[config.mk]
export PLATFORM = sky130hd
export DESIGN_NAME = nvme_doorbell_cq_ctrl
export DESIGN_NICKNAME = d
export VERILOG_FILES = /design/src/rtl/nvme_doorbell_cq_ctrl.sv
export SDC_FILE = /design/constraint.sdc
export NUM_CORES = 1
export LEC_CHECK = 0
export BUFFER_PORTS_ARGS = -buffer_cell sky130_fd_sc_hd__buf_2
export CORE_AREA = 3 3 96 98
export DETAILED_ROUTE_END_ITERATION = 8
export DIE_AREA = 0 0 99 101
export PLACE_DENSITY_LB_ADDON = 0.08
export REMOVE_ABC_BUFFERS = 1
export SLEW_MARGIN = 10
export SYNTH_ARGS = -nofsm -noshare
export SYNTH_HDL_FRONTEND = slang
export SYNTH_SLANG_ARGS = --single-unit
[constraint.sdc]
create_clock -name clk -period 2.3 [get_ports clk]
set_clock_uncertainty 0.2 [all_clocks]
set_input_delay 0.46 -clock clk [delete_from_list [all_inputs] [get_ports clk]]
set_output_delay 0.46 -clock clk [all_outputs]
set_load 0.02 [all_outputs]
[src/rtl/nvme_doorbell_cq_ctrl.sv]
// NVMe doorbell sequencer and CQ consumer. SQ-tail and CQ-head doorbells share one
// AXI-Lite write channel via round-robin; CQ entries are phase-checked and forwarded.
module nvme_doorbell_cq_ctrl #(
   parameter int          OUTSTANDING   = 16,
   parameter int          NL_ADDR_WIDTH = 32,
   parameter int          NL_DATA_WIDTH = 32,
   parameter logic [31:0] SQ_DB_ADDR    = 32'h0000_1000,
   parameter logic [31:0] CQ_DB_ADDR    = 32'h0000_1004
) (
   input  logic                             clk,
   input  logic                             rstn,
   input  logic [$clog2(OUTSTANDING)-1:0]   sq_tail,
   input  logic                             cqe_valid,
   output logic                             cqe_ready,
   input  logic [127:0]                     cqe_data,
   output logic [$clog2(OUTSTANDING)-1:0]   sq_head,
   output logic                             cpl_valid,
   input  logic                             cpl_ready,
   output logic [15:0]                      cpl_cid,
   output logic [14:0]                      cpl_status,
   output logic [NL_ADDR_WIDTH-1:0]         nl_awaddr,
   output logic                             nl_awvalid,
   input  logic                             nl_awready,
   output logic [NL_DATA_WIDTH-1:0]         nl_wdata,
   output logic [NL_DATA_WIDTH/8-1:0]       nl_wstrb,
   output logic                             nl_wvalid,
   input  logic                             nl_wready,
   input  logic [1:0]                       nl_bresp,
   input  logic                             nl_bvalid,
   output logic                             nl_bready,
   output logic                             db_err
);

   localparam int PW = $clog2(OUTSTANDING);
   localparam logic [NL_ADDR_WIDTH-1:0] SQ_ADDR = NL_ADDR_WIDTH'(SQ_DB_ADDR);
   localparam logic [NL_ADDR_WIDTH-1:0] CQ_ADDR = NL_ADDR_WIDTH'(CQ_DB_ADDR);
   localparam logic [PW-1:0] HEAD_LAST = PW'(OUTSTANDING - 1);

   typedef enum logic [1:0] {ST_IDLE, ST_ISSUE, ST_WAIT_B} state_t;

   state_t                   r_state;
   state_t                   w_state_nxt;
   logic [PW-1:0]            r_rung_tail;
   logic [PW-1:0]            r_cq_head;
   logic [PW-1:0]            r_sq_head;
   logic                     r_exp_phase;
   logic                     r_cq_pending;
   logic                     r_last_grant_cq;
   logic                     r_awvalid;
   logic                     r_wvalid;
   logic [NL_ADDR_WIDTH-1:0] r_awaddr;
   logic [NL_DATA_WIDTH-1:0] r_wdata;
   logic                     r_db_err;
   logic                     r_cpl_valid;
   logic [15:0]              r_cpl_cid;
   logic [14:0]              r_cpl_status;

   logic                     w_sq_pend;
   logic                     w_grant_sq;
   logic                     w_grant_cq;
   logic                     w_aw_done;
   logic                     w_w_done;
   logic                     w_cqe_ready;
   logic                     w_take;
   logic                     w_unused;

   assign w_sq_pend   = (sq_tail != r_rung_tail);
   assign w_aw_done   = ~r_awvalid | nl_awready;
   assign w_w_done    = ~r_wvalid | nl_wready;
   // Gated by rstn so the ready also reads 0 while the block is held in reset.
   assign w_cqe_ready = rstn & (~r_cpl_valid | cpl_ready);
   assign w_take      = cqe_valid & w_cqe_ready & (cqe_data[112] == r_exp_phase);
   assign w_unused    = ^{cqe_data[95:64+PW], cqe_data[63:0]};

   always_ff @(posedge clk or negedge rstn) begin
      if (!rstn) r_state <= ST_IDLE;
      else       r_state <= w_state_nxt;
   end

   always_comb begin
      w_state_nxt = r_state;
      w_grant_sq  = 1'b0;
      w_grant_cq  = 1'b0;
      case (r_state)
         ST_IDLE: begin
            if (w_sq_pend && r_cq_pending) begin
               w_grant_sq = r_last_grant_cq;
               w_grant_cq = ~r_last_grant_cq;
            end else begin
               w_grant_sq = w_sq_pend;
               w_grant_cq = r_cq_pending;
            end
            if (w_grant_sq || w_grant_cq) w_state_nxt = ST_ISSUE;
         end
         ST_ISSUE:  if (w_aw_done && w_w_done) w_state_nxt = ST_WAIT_B;
         ST_WAIT_B: if (nl_bvalid) w_state_nxt = ST_IDLE;
         default:   w_state_nxt = ST_IDLE;
      endcase
   end

   always_ff @(posedge clk or negedge rstn) begin
      if (!rstn) begin
         r_rung_tail     <= '0;
         r_last_grant_cq <= 1'b1;
         r_awvalid       <= 1'b0;
         r_wvalid        <= 1'b0;
         r_awaddr        <= '0;
         r_wdata         <= '0;
         r_db_err        <= 1'b0;
      end else begin
         if (w_grant_sq) begin
            r_awaddr        <= SQ_ADDR;
            r_wdata         <= NL_DATA_WIDTH'(sq_tail);
            r_rung_tail     <= sq_tail;
            r_awvalid       <= 1'b1;
            r_wvalid        <= 1'b1;
            r_last_grant_cq <= 1'b0;
         end else if (w_grant_cq) begin
            r_awaddr        <= CQ_ADDR;
            r_wdata         <= NL_DATA_WIDTH'(r_cq_head);
            r_awvalid       <= 1'b1;
            r_wvalid        <= 1'b1;
            r_last_grant_cq <= 1'b1;
         end else begin
            // AW and W retire independently; address and data hold until both have.
            if (nl_awready) r_awvalid <= 1'b0;
            if (nl_wready)  r_wvalid  <= 1'b0;
         end
         if (r_state == ST_WAIT_B && nl_bvalid && nl_bresp != 2'b00) r_db_err <= 1'b1;
      end
   end

   always_ff @(posedge clk or negedge rstn) begin
      if (!rstn) begin
         r_cq_head    <= '0;
         r_sq_head    <= '0;
         r_exp_phase  <= 1'b1;
         r_cq_pending <= 1'b0;
         r_cpl_valid  <= 1'b0;
         r_cpl_cid    <= '0;
         r_cpl_status <= '0;
      end else begin
         if (w_take) begin
            r_cpl_valid  <= 1'b1;
            r_cpl_cid    <= cqe_data[111:96];
            r_cpl_status <= cqe_data[127:113];
            r_sq_head    <= cqe_data[64 +: PW];
            r_cq_head    <= r_cq_head + PW'(1);
            r_cq_pending <= 1'b1;
            if (r_cq_head == HEAD_LAST) r_exp_phase <= ~r_exp_phase;
         end else begin
            if (cpl_ready)  r_cpl_valid  <= 1'b0;
            if (w_grant_cq) r_cq_pending <= 1'b0;
         end
      end
   end

   assign cqe_ready  = w_cqe_ready;
   assign sq_head    = r_sq_head;
   assign cpl_valid  = r_cpl_valid;
   assign cpl_cid    = r_cpl_cid;
   assign cpl_status = r_cpl_status;
   assign nl_awaddr  = r_awaddr;
   assign nl_awvalid = r_awvalid;
   assign nl_wdata   = r_wdata;
   assign nl_wstrb   = '1;
   assign nl_wvalid  = r_wvalid;
   assign nl_bready  = (r_state == ST_WAIT_B);
   assign db_err     = r_db_err;

endmodule

Word-level counts from Yosys, hierarchy flattened --
Index checks and enable logic that the tools add are counted.
Storage, ports and cells: bits of input ports 141, output and inout port bits 109, bits in registers 116
Operators by class: $add $sub $neg 1, bitwise gates (word level) 11, eq/ne operators 8, reductions and logical operators 14, mux-type cells 26
Operator list (number):
- $mux W32 | 4
- $mux W1 | 18
- $reduce_bool A2 Y1 | 4
- $mux W2 | 3
- $ne A2 B2 Y1 const B | 3
- $pmux W2 S3 | 1
- $reduce_bool A3 Y1 | 2
- $not A1 Y1 | 5
- $add A4 B1 Y4 const B | 1
- $eq A4 B4 Y1 const B | 1
- $logic_and A1 B1 Y1 | 4
- $ne A4 B4 Y1 | 1
- $and A1 B1 Y1 | 3
- $or A1 B1 Y1 | 3
- $reduce_and A3 Y1 | 1
- $eq A2 B1 Y1 const B | 1
- $eq A2 B2 Y1 const B | 1
- $logic_not A2 Y1 | 1
- $reduce_and A2 Y1 | 1
- $eq A1 B1 Y1 | 1
- $logic_or A1 B1 Y1 | 1

Longest topological paths before layout --
Gate-level depths: netlist of run 1.
depth after elaboration 7, depth in mapped cells 5

Least setup slack after synthesis of run 1 --
Ideal clock, no wire load.
path type input to register, start input sq_tail[0], end register r_rung_tail[1], setup slack 0.493 ns, stages 4, arrival time 1.479 ns, cells stage by stage xor2_1 -> nor4_4 -> nor2_2 -> mux2_1
Between the ends: word-level cells in the longest chain between the ends 5
Ends and longest elaborated chain:
- start: declaration | RTL line 12 | input logic [$clog2(OUTSTANDING)-1:0] sq_tail,
- $ne A4 B4 Y1 * | RTL line 67 | assign w_sq_pend = (sq_tail != r_rung_tail);
- $logic_and A1 B1 Y1 | RTL line 86 | if (w_sq_pend && r_cq_pending) begin
- $mux W1 * | RTL line 86
- $mux W1 * (2 in series) | RTL line 84 | case (r_state)
- end signal: assignment | RTL line 114 | r_rung_tail <= sq_tail;
- end: declaration | RTL line 43 | logic [PW-1:0] r_rung_tail;
Every way passes the cells marked *; elsewhere a longest branch is shown, timed or not. The select of a mux whose other input is x is not followed. A chain may end at the register's enable or synchronous reset.

Worst setup path after layout of run 1 --
start input rstn, end output cqe_ready
Between the ends: word-level cells in the longest chain between the ends 1
Ends and longest elaborated chain:
- start: declaration | RTL line 11 | input logic rstn,
- $and A1 B1 Y1 | RTL line 71 | assign w_cqe_ready = rstn & (~r_cpl_valid | cpl_ready);
- end: declaration | RTL line 14 | output logic cqe_ready,
No other way between the ends.

==> metrics.md, run 1 <==
| Metric | Value |
|---|---|
| Status | `complete, no violations` |
| P_leak | `1.759 nW` |
| Critical path type | `in -> out` |
| GPL Wtd Cong | `0.6993` |
| Post-synth ARST share | `100.0%` |
| Core area | `0.008551 mm^2` |
| CTS clk-pin slew, worst paths | `0.07 ns` |
| Cell Area, Synth | `0.002799 mm^2` |
| Top post-synthesis cells by count | `62 x buf_4, 56 x dfrtp_1, 30 x mux2_2, 8 x mux2_1` |
| Seq/Total Area, Yosys | `51.94%` |
| First-pass GRT wire length | `8838 um` |
| DP Area | `0.003179 mm^2` |
| Longest Clk Path Bufs | `2` |
| Critical path peak fanout | `8` |
| Post-synth top area share | `50.07%` |
| Initial antenna violation count | `0` |
| CTS Sinks | `58` |
| Synthesized flop and latch total | `58` |
| R2r startpoint | `r_rung_tail[0]` |
| Critical Path Source Type | `input port` |
| Most frequent cell after synthesis | `buf_4` |
| WHS Endpoint | `r_exp_phase` |
| Row cnt | `34` |
| Vias | `1815` |
| Initial drt markers | `32` |
| IO Count | `250` |
| Ant diodes | `0` |
| Peak Freq | `465.3 MHz` |
| CTS HTree Levels | `3` |
| Max IR drop VDD | `495.5 uV` |
| Final HPWL DP | `4205 um` |
| Critical path endpoint category | `output port` |
| Arr. time, crit path | `1.49 ns` |
| Reg2reg end | `nl_wdata[0]` |
| Clk root buf | `clkbuf_8` |
| Pwr Total | `4.642 mW` |
| Total clock buffers created by CTS | `9` |
| CTS tree | `yes` |
| Port Buffer Count | `95` |
| Synthesis Warnings | `0` |
| Worst R2R Path Depth | `5` |
| GR Util All Layers | `11.39%` |
| Routed wire per std cell | `12.62 um` |
| Initial Utilization | `32.73%` |
| Hold Vio Cnt, Final | `0` |
| Postcts setup bufs | `0` |
| Nets | `472` |
| Critical Path RT | `1.64 ns` |
| Synth top area cells | `dfrtp_1 50%, buf_4 17%, mux2_2 12%` |
| Hold_buf cts | `1` |
| Post_cts resized | `0` |
| Routed Antenna Nets | `0` |
| Die Span Y | `101 um` |
| Post-Synthesis Cells | `225` |
| Largest net degree at the start of global routing | `55` |
| EDFF count, synth | `0` |
| Number of setup violations in the final report | `0` |
| Via density | `4.097` |
| Cell area after layout | `0.003408 mm^2` |
| Worst skew pair latency | `0.32 ns` |
| RSZ-0062 raised after global routing | `false` |
| Post-Route WL | `5590 um` |
| DRT Pass-1 Iters | `3` |
| Slew Viols, Final | `0` |
| Post-Syn Area per Cell | `12.44 um^2` |
| Post-synth top flop | `dfrtp_1` |
| PD cells | `1362 mW/mm^2` |
| Final min period | `2.149 ns` |
| HP Class | `in -> reg` |
| Layout area overhead | `21.77%` |
| Max-cap violation count | `0` |
| Yosys cell types | `36` |
| Vias in the first global route | `1746` |
| Final period utilization | `93.44%` |
| Synth area leader | `dfrtp_1` |
| Worst hold start | `cqe_data[112]` |
| Die ar. | `0.009999 mm^2` |
| DRC Markers | `0` |
| Hold-critical path depth | `2` |
| Worst slew margin | `54.10%` |
| Least-Margin Pin Slew | `0.6884 ns` |
| Remaining global-route overflow | `0` |
| Die width | `99 um` |
| Share of cells above drive strength 1 | `45.07%` |
| R2r setup slk | `0.38 ns` |
## state kept, by name, summed over array words and instances, names as in the netlist, 2 cells and up
name         flops
cpl_cid         16
r_cq_head        4
cpl_status      15
sq_head          4
nl_awaddr        2
nl_wdata         4
r_rung_tail      4
r_state          2
## power breakdown
| group | internal (mW) | switching [mW] | total, mW |
|---|---|---|---|
| registers | 1.50 | 0.280 | 1.78 |
| clock network | 0.636 | 0.392 | 1.03 |
| logic | 0.741 | 1.09 | 1.84 |
## critical path, cell delays in order
cell and delay (ns):
dlygate4sd3_1 0.54, buf_2 0.20, and2_1 0.14, buf_2 0.15
## cell families after synthesis
logic type	after synthesis	share of synthesized area, %
compound gates	18	4.962
flops	58	51.94
other cells	2	0.2683
simple gates	29	6.080
buf+inv	70	17.88
mux	39	15.65
xor+xnor	8	2.772
fa+ha+maj	1	0.4470
## placed cells by master, fill, tap and decap left out, drive strengths merged, types with 2 or more instances in the layout
| cell | synthesis | final |
|---|---|---|
| o21ai | 4 | 4 |
| dfstp | 2 | 2 |
| inv | 4 | 4 |
| dfrtp | 56 | 56 |
| buf | 66 | 99 |
| xnor2 | 2 | 2 |
| a21o | 3 | 3 |
| a21oi | 2 | 2 |
| bufinv | 0 | 2 |
| nand2 | 5 | 5 |
| nor3b | 2 | 2 |
| mux2 | 38 | 38 |
| o221a | 2 | 2 |
| nor2 | 7 | 7 |
| clkbuf | 0 | 11 |
| nand4 | 2 | 2 |
| nand2b | 6 | 6 |
| conb | 2 | 62 |
| clkinv | 0 | 2 |
| and3 | 2 | 2 |
| a221o | 2 | 2 |
| xor2 | 6 | 6 |
## cell type report
class	count	area [um^2]
clock inverters	5	77.57
inverters	4	15.01
clock buffers	11	141.4
fillers	838	5142
flip-flops and latches	58	1454
well taps	108	135.1
multi-input cells	157	1070
repair buffers	100	515.5
## stage by stage
stage / worst slack [ns] / instances / util, % / setup TNS, ns / hold WS (ns)
after global routing: 0.05745 / 443 / 39.86 / 0 / 0.1034
after detailed placement: 0.1629 / 426 / 37.18 / 0 / 0.09677
after floorplan: -0.5291 / 219 / - / -18.45 / -0.03559
after global placement: 0.1603 / 426 / 37.18 / 0 / 0.09418
final: 0.1508 / 443 / 39.86 / 0 / 0.1092
after CTS: 0.1193 / 443 / 39.86 / 0 / 0.08838
## worst max-delay path by stage
stage,depth (start not counted),end,slack (ns),from
2_1_floorplan,3,cpl_cid[15],-0.53,r_exp_phase
3_3_place_gp,6,nl_wdata[3],0.16,sq_tail[0]
3_5_place_dp,6,nl_wdata[0],0.16,sq_tail[0]
4_1_cts,4,cqe_ready,0.12,rstn
5_1_grt,4,cqe_ready,0.06,rstn
6_report,4,cqe_ready,0.15,rstn
## layer usage
layer | track usage (%) | vias up | routed length [um]
met5 | 0 | - | 0
met2 | 15.81 | 106 | 2412
met1 | 15.16 | 858 | 2464
met4 | 5.672 | 0 | 43
met3 | 4.775 | 4 | 670
li1 | - | 847 | -
Note: power is estimated with default switching activity, not from simulation.
==> run 2: changes to the inputs <==
--- a/config.mk
+++ b/config.mk
@@ -10,7 +10,6 @@
 export DETAILED_ROUTE_END_ITERATION = 8
 export DIE_AREA = 0 0 99 101
 export PLACE_DENSITY_LB_ADDON = 0.08
-export REMOVE_ABC_BUFFERS = 1
 export SLEW_MARGIN = 10
 export SYNTH_ARGS = -nofsm -noshare
 export SYNTH_HDL_FRONTEND = slang
==> metrics.md, run 2 (same netlist as run 1, synthesis figures left out) <==
| Metric | Value |
|---|---|
| Status | `complete, no violations` |
| RSZ-0062 raised after global routing | `false` |
| Postcts setup bufs | `0 (unchanged)` |
| First-pass GRT wire length | `8763 um (-0.85%)` |
| Pwr Total | `4.423 mW (-4.7%)` |
| Vias | `1789 (-1.4%)` |
| Initial drt markers | `20 (-38%)` |
| CTS HTree Levels | `3 (unchanged)` |
| GPL Wtd Cong | `0.7130 (+2.0%)` |
| Worst Setup Slack post-DPL | `0.2024 ns (+0.03953 ns)` |
| Crit-path slowest cell | `dfrtp_1` |
| Max IR drop VDD | `501.9 uV (+1.3%)` |
| Critical Path Source Type | `register` |
| Port Buffer Count | `95 (unchanged)` |
| Row cnt | `34 (unchanged)` |
| Initial Utilization | `32.73% (unchanged)` |
| Max incr delay on CP | `0.40 ns (-0.14 ns)` |
| CTS tree | `yes` |
| Clock power frac | `18.6% (-3.6 points)` |
| DRT Pass-1 Iters | `4 (+1)` |
| Layout area overhead | `20.74%` |
| Critical path type | `reg -> reg` |
| R2r startpoint | `r_rung_tail[3]` |
| Cell area after layout | `0.003379 mm^2 (-0.84%)` |
| Crit path cell chain | `xor2_1 > nor4_4 > buf_4 > a211o_2 > a221o_1` |
| Post-Route WL | `5521 um (-1.2%)` |
| Worst R2R Path Depth | `5 (unchanged)` |
| Fillers | `872 (+4.1%)` |
| Initial antenna violation count | `0 (unchanged)` |
| Share of cells above drive strength 1 | `45.07% (unchanged)` |
| Routed wire per std cell | `12.46 um (-1.2%)` |
| Family with the most delay on the worst path | `compound AO/OA/AOI/OAI gates` |
| Reg2reg end | `nl_wdata[3]` |
| PD cells | `1309 mW/mm^2 (-3.9%)` |
| Hold Vio Cnt, Final | `0 (unchanged)` |
| Total clock buffers created by CTS | `9 (unchanged)` |
| Setup TNS | `0 ns (unchanged)` |
| Slew Viols, Final | `0 (unchanged)` |
| Commonest non-fill, non-tap cell in the layout | `buf_2` |
| NetSw | `1.737 mW (-1.7%)` |
| Remaining global-route overflow | `0 (unchanged)` |
| Final std cells w/o fill | `443 (unchanged)` |
| DP Area | `0.003199 mm^2 (+0.63%)` |
| Via density | `4.038 (-1.4%)` |
| DRC Markers | `0 (unchanged)` |
| Final period utilization | `82.98% (-10 points)` |
| Bufs and invs on worst path | `1 (-2)` |
| Nets | `473 (+0.21%)` |
| Ant diodes | `0 (unchanged)` |
| Longest Clk Path Bufs | `2 (unchanged)` |
| Critical path peak fanout | `9 (+1)` |
| GR Util All Layers | `11.26% (-0.13 points)` |
| Sw Ratio | `39.28% (+1.2 points)` |
| Seq pwr share | `39.8% (+1.5 points)` |
| Gate power share | `41.6% (+2.0 points)` |
| Placed cells | `427 (+0.23%)` |
| CTS clk-pin slew, worst paths | `0.07 ns (about the same)` |
| Commonest non-fill, non-tap cells in the layout | `95 x buf_2, 62 x conb_1, 56 x dfrtp_1` |
| Critical Path RT | `2.30 ns (+0.66 ns)` |
| Peak Freq | `524.0 MHz (+13%)` |
| Final HPWL DP | `4182 um (-0.54%)` |
| Final min period | `1.908 ns (-0.2407 ns)` |
| CTS Sinks | `58 (unchanged)` |
| Int Power | `2.685 mW (-6.6%)` |
| Max FFs per register | `16 (unchanged)` |
| Worst skew pair latency | `0.32 ns (about the same)` |
| PnR worst setup slack | `0.3915 ns (+0.2407 ns)` |
| Die Span Y | `101 um (unchanged)` |
| P_leak | `1.753 nW (-0.37%)` |
| Number of setup violations in the final report | `0 (unchanged)` |
| Arr. time, crit path | `1.91 ns (+0.42 ns)` |
| Vias in the first global route | `1827 (+4.6%)` |
| Routed Antenna Nets | `0 (unchanged)` |
| Largest net degree at the start of global routing | `37 (-33%)` |
| Die width | `99 um (unchanged)` |
| R2r setup slk | `0.39 ns (about the same)` |
| HP Class | `in -> async` |
| Critical path endpoint category | `register` |
| Clk root buf | `clkbuf_8` |
| Core area | `0.008551 mm^2 (unchanged)` |
| IO Count | `250 (unchanged)` |
| Die ar. | `0.009999 mm^2 (unchanged)` |
| Max-cap violation count | `0 (unchanged)` |
-- run 2: final cells by class --
| class | count | area (um^2) | area share, % |
|---|---|---|---|
| clock buffers | 12 | 155.1 | 4.591 |
| well taps | 108 | 135.1 | 3.999 |
| flip-flops and latches | 58 | 1454 | 43.02 |
| repair buffers | 101 | 535.5 | 15.85 |
| inverters | 4 | 15.01 | 0.4443 |
| clock inverters | 3 | 15.01 | 0.4443 |
| multi-input cells | 157 | 1070 | 31.66 |
-- run 2: repair_timing --
item / in CTS / in global routing
endpoints found under the hold margin: 9 / 0
resized for setup: 0 / 0
hold buffers: 1 / 0
-- run 2: power groups by stage --
stage	Clock (mW)	Combinational, mW	Sequential (mW)
2_1_floorplan	0	0.896	2.20
3_3_place_gp	0	1.86	1.77
3_5_place_dp	0	1.87	1.79
4_1_cts	0.868	1.88	1.77
5_1_grt	0.913	2.02	1.83
6_report	0.823	1.84	1.76
-- run 2: stage by stage --
step	hold WS, ns	util, %
floorplan	-0.03559	-
global placement	0.1718	37.42
detailed placement	0.1736	37.42
CTS	0.003640	39.52
global route	0.03793	39.52
finish	0.0001846	39.52
-- run 2: routing by layer --
metal | up-vias | GRT usage [%] | wire (um)
li1 | 847 | - | -
met1 | 827 | 14.51 | 2399
met2 | 106 | 15.60 | 2283
met3 | 9 | 5.675 | 755
met4 | 0 | 5.357 | 84
met5 | - | 0 | 0
-- run 2: how the worst max path moves through the flow --
stage          slack (ns)            from        endpoint  depth (start not counted)
6_report             0.39  r_rung_tail[3]     nl_wdata[3]                          5
5_1_grt              0.30  r_rung_tail[3]     nl_wdata[3]                          5
4_1_cts              0.38  r_rung_tail[3]     nl_wdata[0]                          5
3_5_place_dp         0.20      sq_tail[0]     nl_wdata[3]                          6
3_3_place_gp         0.19      sq_tail[0]     nl_wdata[0]                          6
2_1_floorplan        0.49      sq_tail[0]  r_rung_tail[1]                          4
-- run 2: worst register-to-register path: stages, from the launching register on --
cell and delay (ns):
dfrtp_1 0.40, xor2_1 0.25, nor4_4 0.07, buf_4 0.17, a211o_2 0.40, a221o_1 0.31
==> run 3: changes to the inputs <==
==> constraint.sdc (replaced) <==
create_clock -name clk -period 1.9 [get_ports clk]
set_clock_uncertainty 0.2 [all_clocks]
set_input_delay 0.38 -clock clk [delete_from_list [all_inputs] [get_ports clk]]
set_output_delay 0.38 -clock clk [all_outputs]
set_load 0.02 [all_outputs]
==> metrics.md, run 3 (same netlist as run 1, synthesis figures left out) <==
| Metric | Value |
|---|---|
| Number of setup violations in the final report | `0 (unchanged)` |
| First-pass GRT wire length | `8880 um (+1.3%)` |
| Max FFs per register | `16 (unchanged)` |
| Max IR drop VDD | `656.3 uV (+31%)` |
| Routed wire per std cell | `12.06 um (-3.2%)` |
| Initial antenna violation count | `0 (unchanged)` |
| Critical path type | `reg -> reg` |
| Fillers | `853 (-2.2%)` |
| P_leak | `1.827 nW (+4.2%)` |
| R2r startpoint | `r_rung_tail[3]` |
| Worst setup startpoint | `r_rung_tail[3]` |
| Remaining global-route overflow | `0 (unchanged)` |
| Reg2reg end | `nl_wdata[3]` |
| Ant diodes | `0 (unchanged)` |
| Post-Route WL | `5465 um (-1.0%)` |
| Via density | `4.040 (about the same)` |
| Vias | `1830 (+2.3%)` |
| Met1 global-route usage | `14.74% (+0.22 points)` |
| Die width | `99 um (unchanged)` |
| Max-cap violation count | `0 (unchanged)` |
| GPL Wtd Cong | `0.6765 (-5.1%)` |
| CTS Sinks | `58 (unchanged)` |
| Initial drt markers | `55 (+180%)` |
| Postcts setup bufs | `0 (unchanged)` |
| PD cells | `1630 mW/mm^2 (+25%)` |
| R2r setup slk | `0.07 ns (-0.32 ns)` |
| Row cnt | `34 (unchanged)` |
| RSZ-0062 raised after global routing | `false` |
| Vias in the first global route | `1787 (-2.2%)` |
| CTS tree | `yes` |
| Critical path peak fanout | `8 (-1)` |
| CTS clk-pin slew, worst paths | `0.07 ns (about the same)` |
| Final core utilization | `41.51% (+2.0 points)` |
| Initial Utilization | `32.73% (unchanged)` |
| M2 GR Usage | `16.12% (+0.52 points)` |
| Final std cells w/o fill | `453 (+2.3%)` |
| Critical path endpoint category | `register` |
| Routed Antenna Nets | `0 (unchanged)` |
| Final HPWL DP | `4123 um (-1.4%)` |
| Total clock buffers created by CTS | `9 (unchanged)` |
| Final min period | `1.828 ns (-0.08021 ns)` |
| CTS HTree Levels | `3 (unchanged)` |
| Nets | `482 (+1.9%)` |
| Share of cells above drive strength 1 | `47.25% (+2.2 points)` |
| Clk root buf | `clkbuf_8` |
| Top Usage Layer GRT | `met2` |
| Status | `complete, no violations` |
| Arr. time, crit path | `1.83 ns (-0.08 ns)` |
| Peak Freq | `547.0 MHz (+4.4%)` |
| Die Span Y | `101 um (unchanged)` |
| GR Util All Layers | `11.38% (+0.12 points)` |
| Placed cells | `434 (+1.6%)` |
| DRC Markers | `0 (unchanged)` |
| Hold Vio Cnt, Final | `0 (unchanged)` |
| Longest Clk Path Bufs | `2 (unchanged)` |
| Core area | `0.008551 mm^2 (unchanged)` |
| Worst skew pair latency | `0.33 ns (about the same)` |
| Final period utilization | `96.22% (+13 points)` |
| Layout area overhead | `26.82%` |
| Port Buffer Count | `95 (unchanged)` |
| Slew Viols, Final | `0 (unchanged)` |
| Die ar. | `0.009999 mm^2 (unchanged)` |
| Crit path capture | `nl_wdata[3]` |
| Commonest non-fill, non-tap cells in the layout | `95 x buf_2, 62 x conb_1, 56 x dfrtp_1` |
| Worst R2R Path Depth | `5 (unchanged)` |
| Critical Path Source Type | `register` |
| GR Util met3 | `5.190% (-0.48 points)` |
| Largest net degree at the start of global routing | `37 (unchanged)` |
| Critical Path RT | `1.90 ns (-0.40 ns)` |
| DRT Pass-1 Iters | `4 (unchanged)` |
| HP Class | `in -> reg` |
| IO Count | `250 (unchanged)` |
| Commonest non-fill, non-tap cell in the layout | `buf_2` |
[run 3: changes by cell type in the layout (fill, tap and decap cells not counted), moves of 2 or more]
cell | before | now
bufinv_16 | 0 | 2
xor2_2 | 1 | 4
buf_4 | 4 | 11
xor2_1 | 5 | 2
clkinv_2 | 3 | 1
dlygate4sd3_1 | 1 | 3
[run 3: cell type report]
type	count	area [um^2]	area share, %
Sequential cell	58	1454	40.96
Multi-Input combinational cell	157	1100	30.98
Timing Repair Buffer	110	608.1	17.13
Clock buffer	12	165.2	4.653
Tap cell	108	135.1	3.807
Clock inverter	4	72.57	2.044
Inverter	4	15.01	0.4230
[run 3: power by group]
group	switching, mW	total, mW	internal, mW
Clock	0.485	1.33	0.844
Sequential	0.333	2.14	1.81
Combinational	1.33	2.31	0.982
[run 3: worst max-delay path: stages, from the launching register on]
cell	delay, ns
dfrtp_1	0.41
xor2_2	0.20
nor4_4	0.06
buf_4	0.16
a211o_4	0.36
a221o_1	0.31
[run 3: worst min path at each step]
stage / start / end / slack (ns) / depth (start not counted)
final: cqe_data[127] / cpl_status[14] / 0.07 / 2
after global placement: rstn / cpl_status[5] / 0.16 / 2
after detailed placement: rstn / cpl_status[5] / 0.16 / 2
after CTS: cqe_data[127] / cpl_status[14] / 0.04 / 2
after floorplan: rstn / cpl_cid[0] / -0.12 / 0
after global routing: cqe_data[122] / cpl_status[9] / 0.06 / 2
[run 3: what timing repair did]
action                     4_1_cts  5_1_grt
hold buffers                     3        0
pin swaps                        0        2
hold endpoints to repair        57        0
resized for setup                2        2
setup endpoints to repair        2        2
[run 3: metrics by stage]
step	TNS [ns]	setup slack (ns)	hold WS (ns)	power, mW	cell area (um^2)
2_1_floorplan	0	0.1729	-0.1156	3.747	3024
3_3_place_gp	-0.2643	-0.1265	0.1642	4.455	3252
3_5_place_dp	-0.2824	-0.1279	0.1632	4.475	3252
4_1_cts	0	0.001412	0.04446	5.870	3535
5_1_grt	0	0.01317	0.06350	6.216	3550
6_report	0	0.07176	0.06645	5.784	3550
[run 3: routing by layer]
metal,share of wire (%),vias up
met3,13,4
met4,0.84,0
li1,-,863
met1,44,859
met2,42,104
met5,0,-
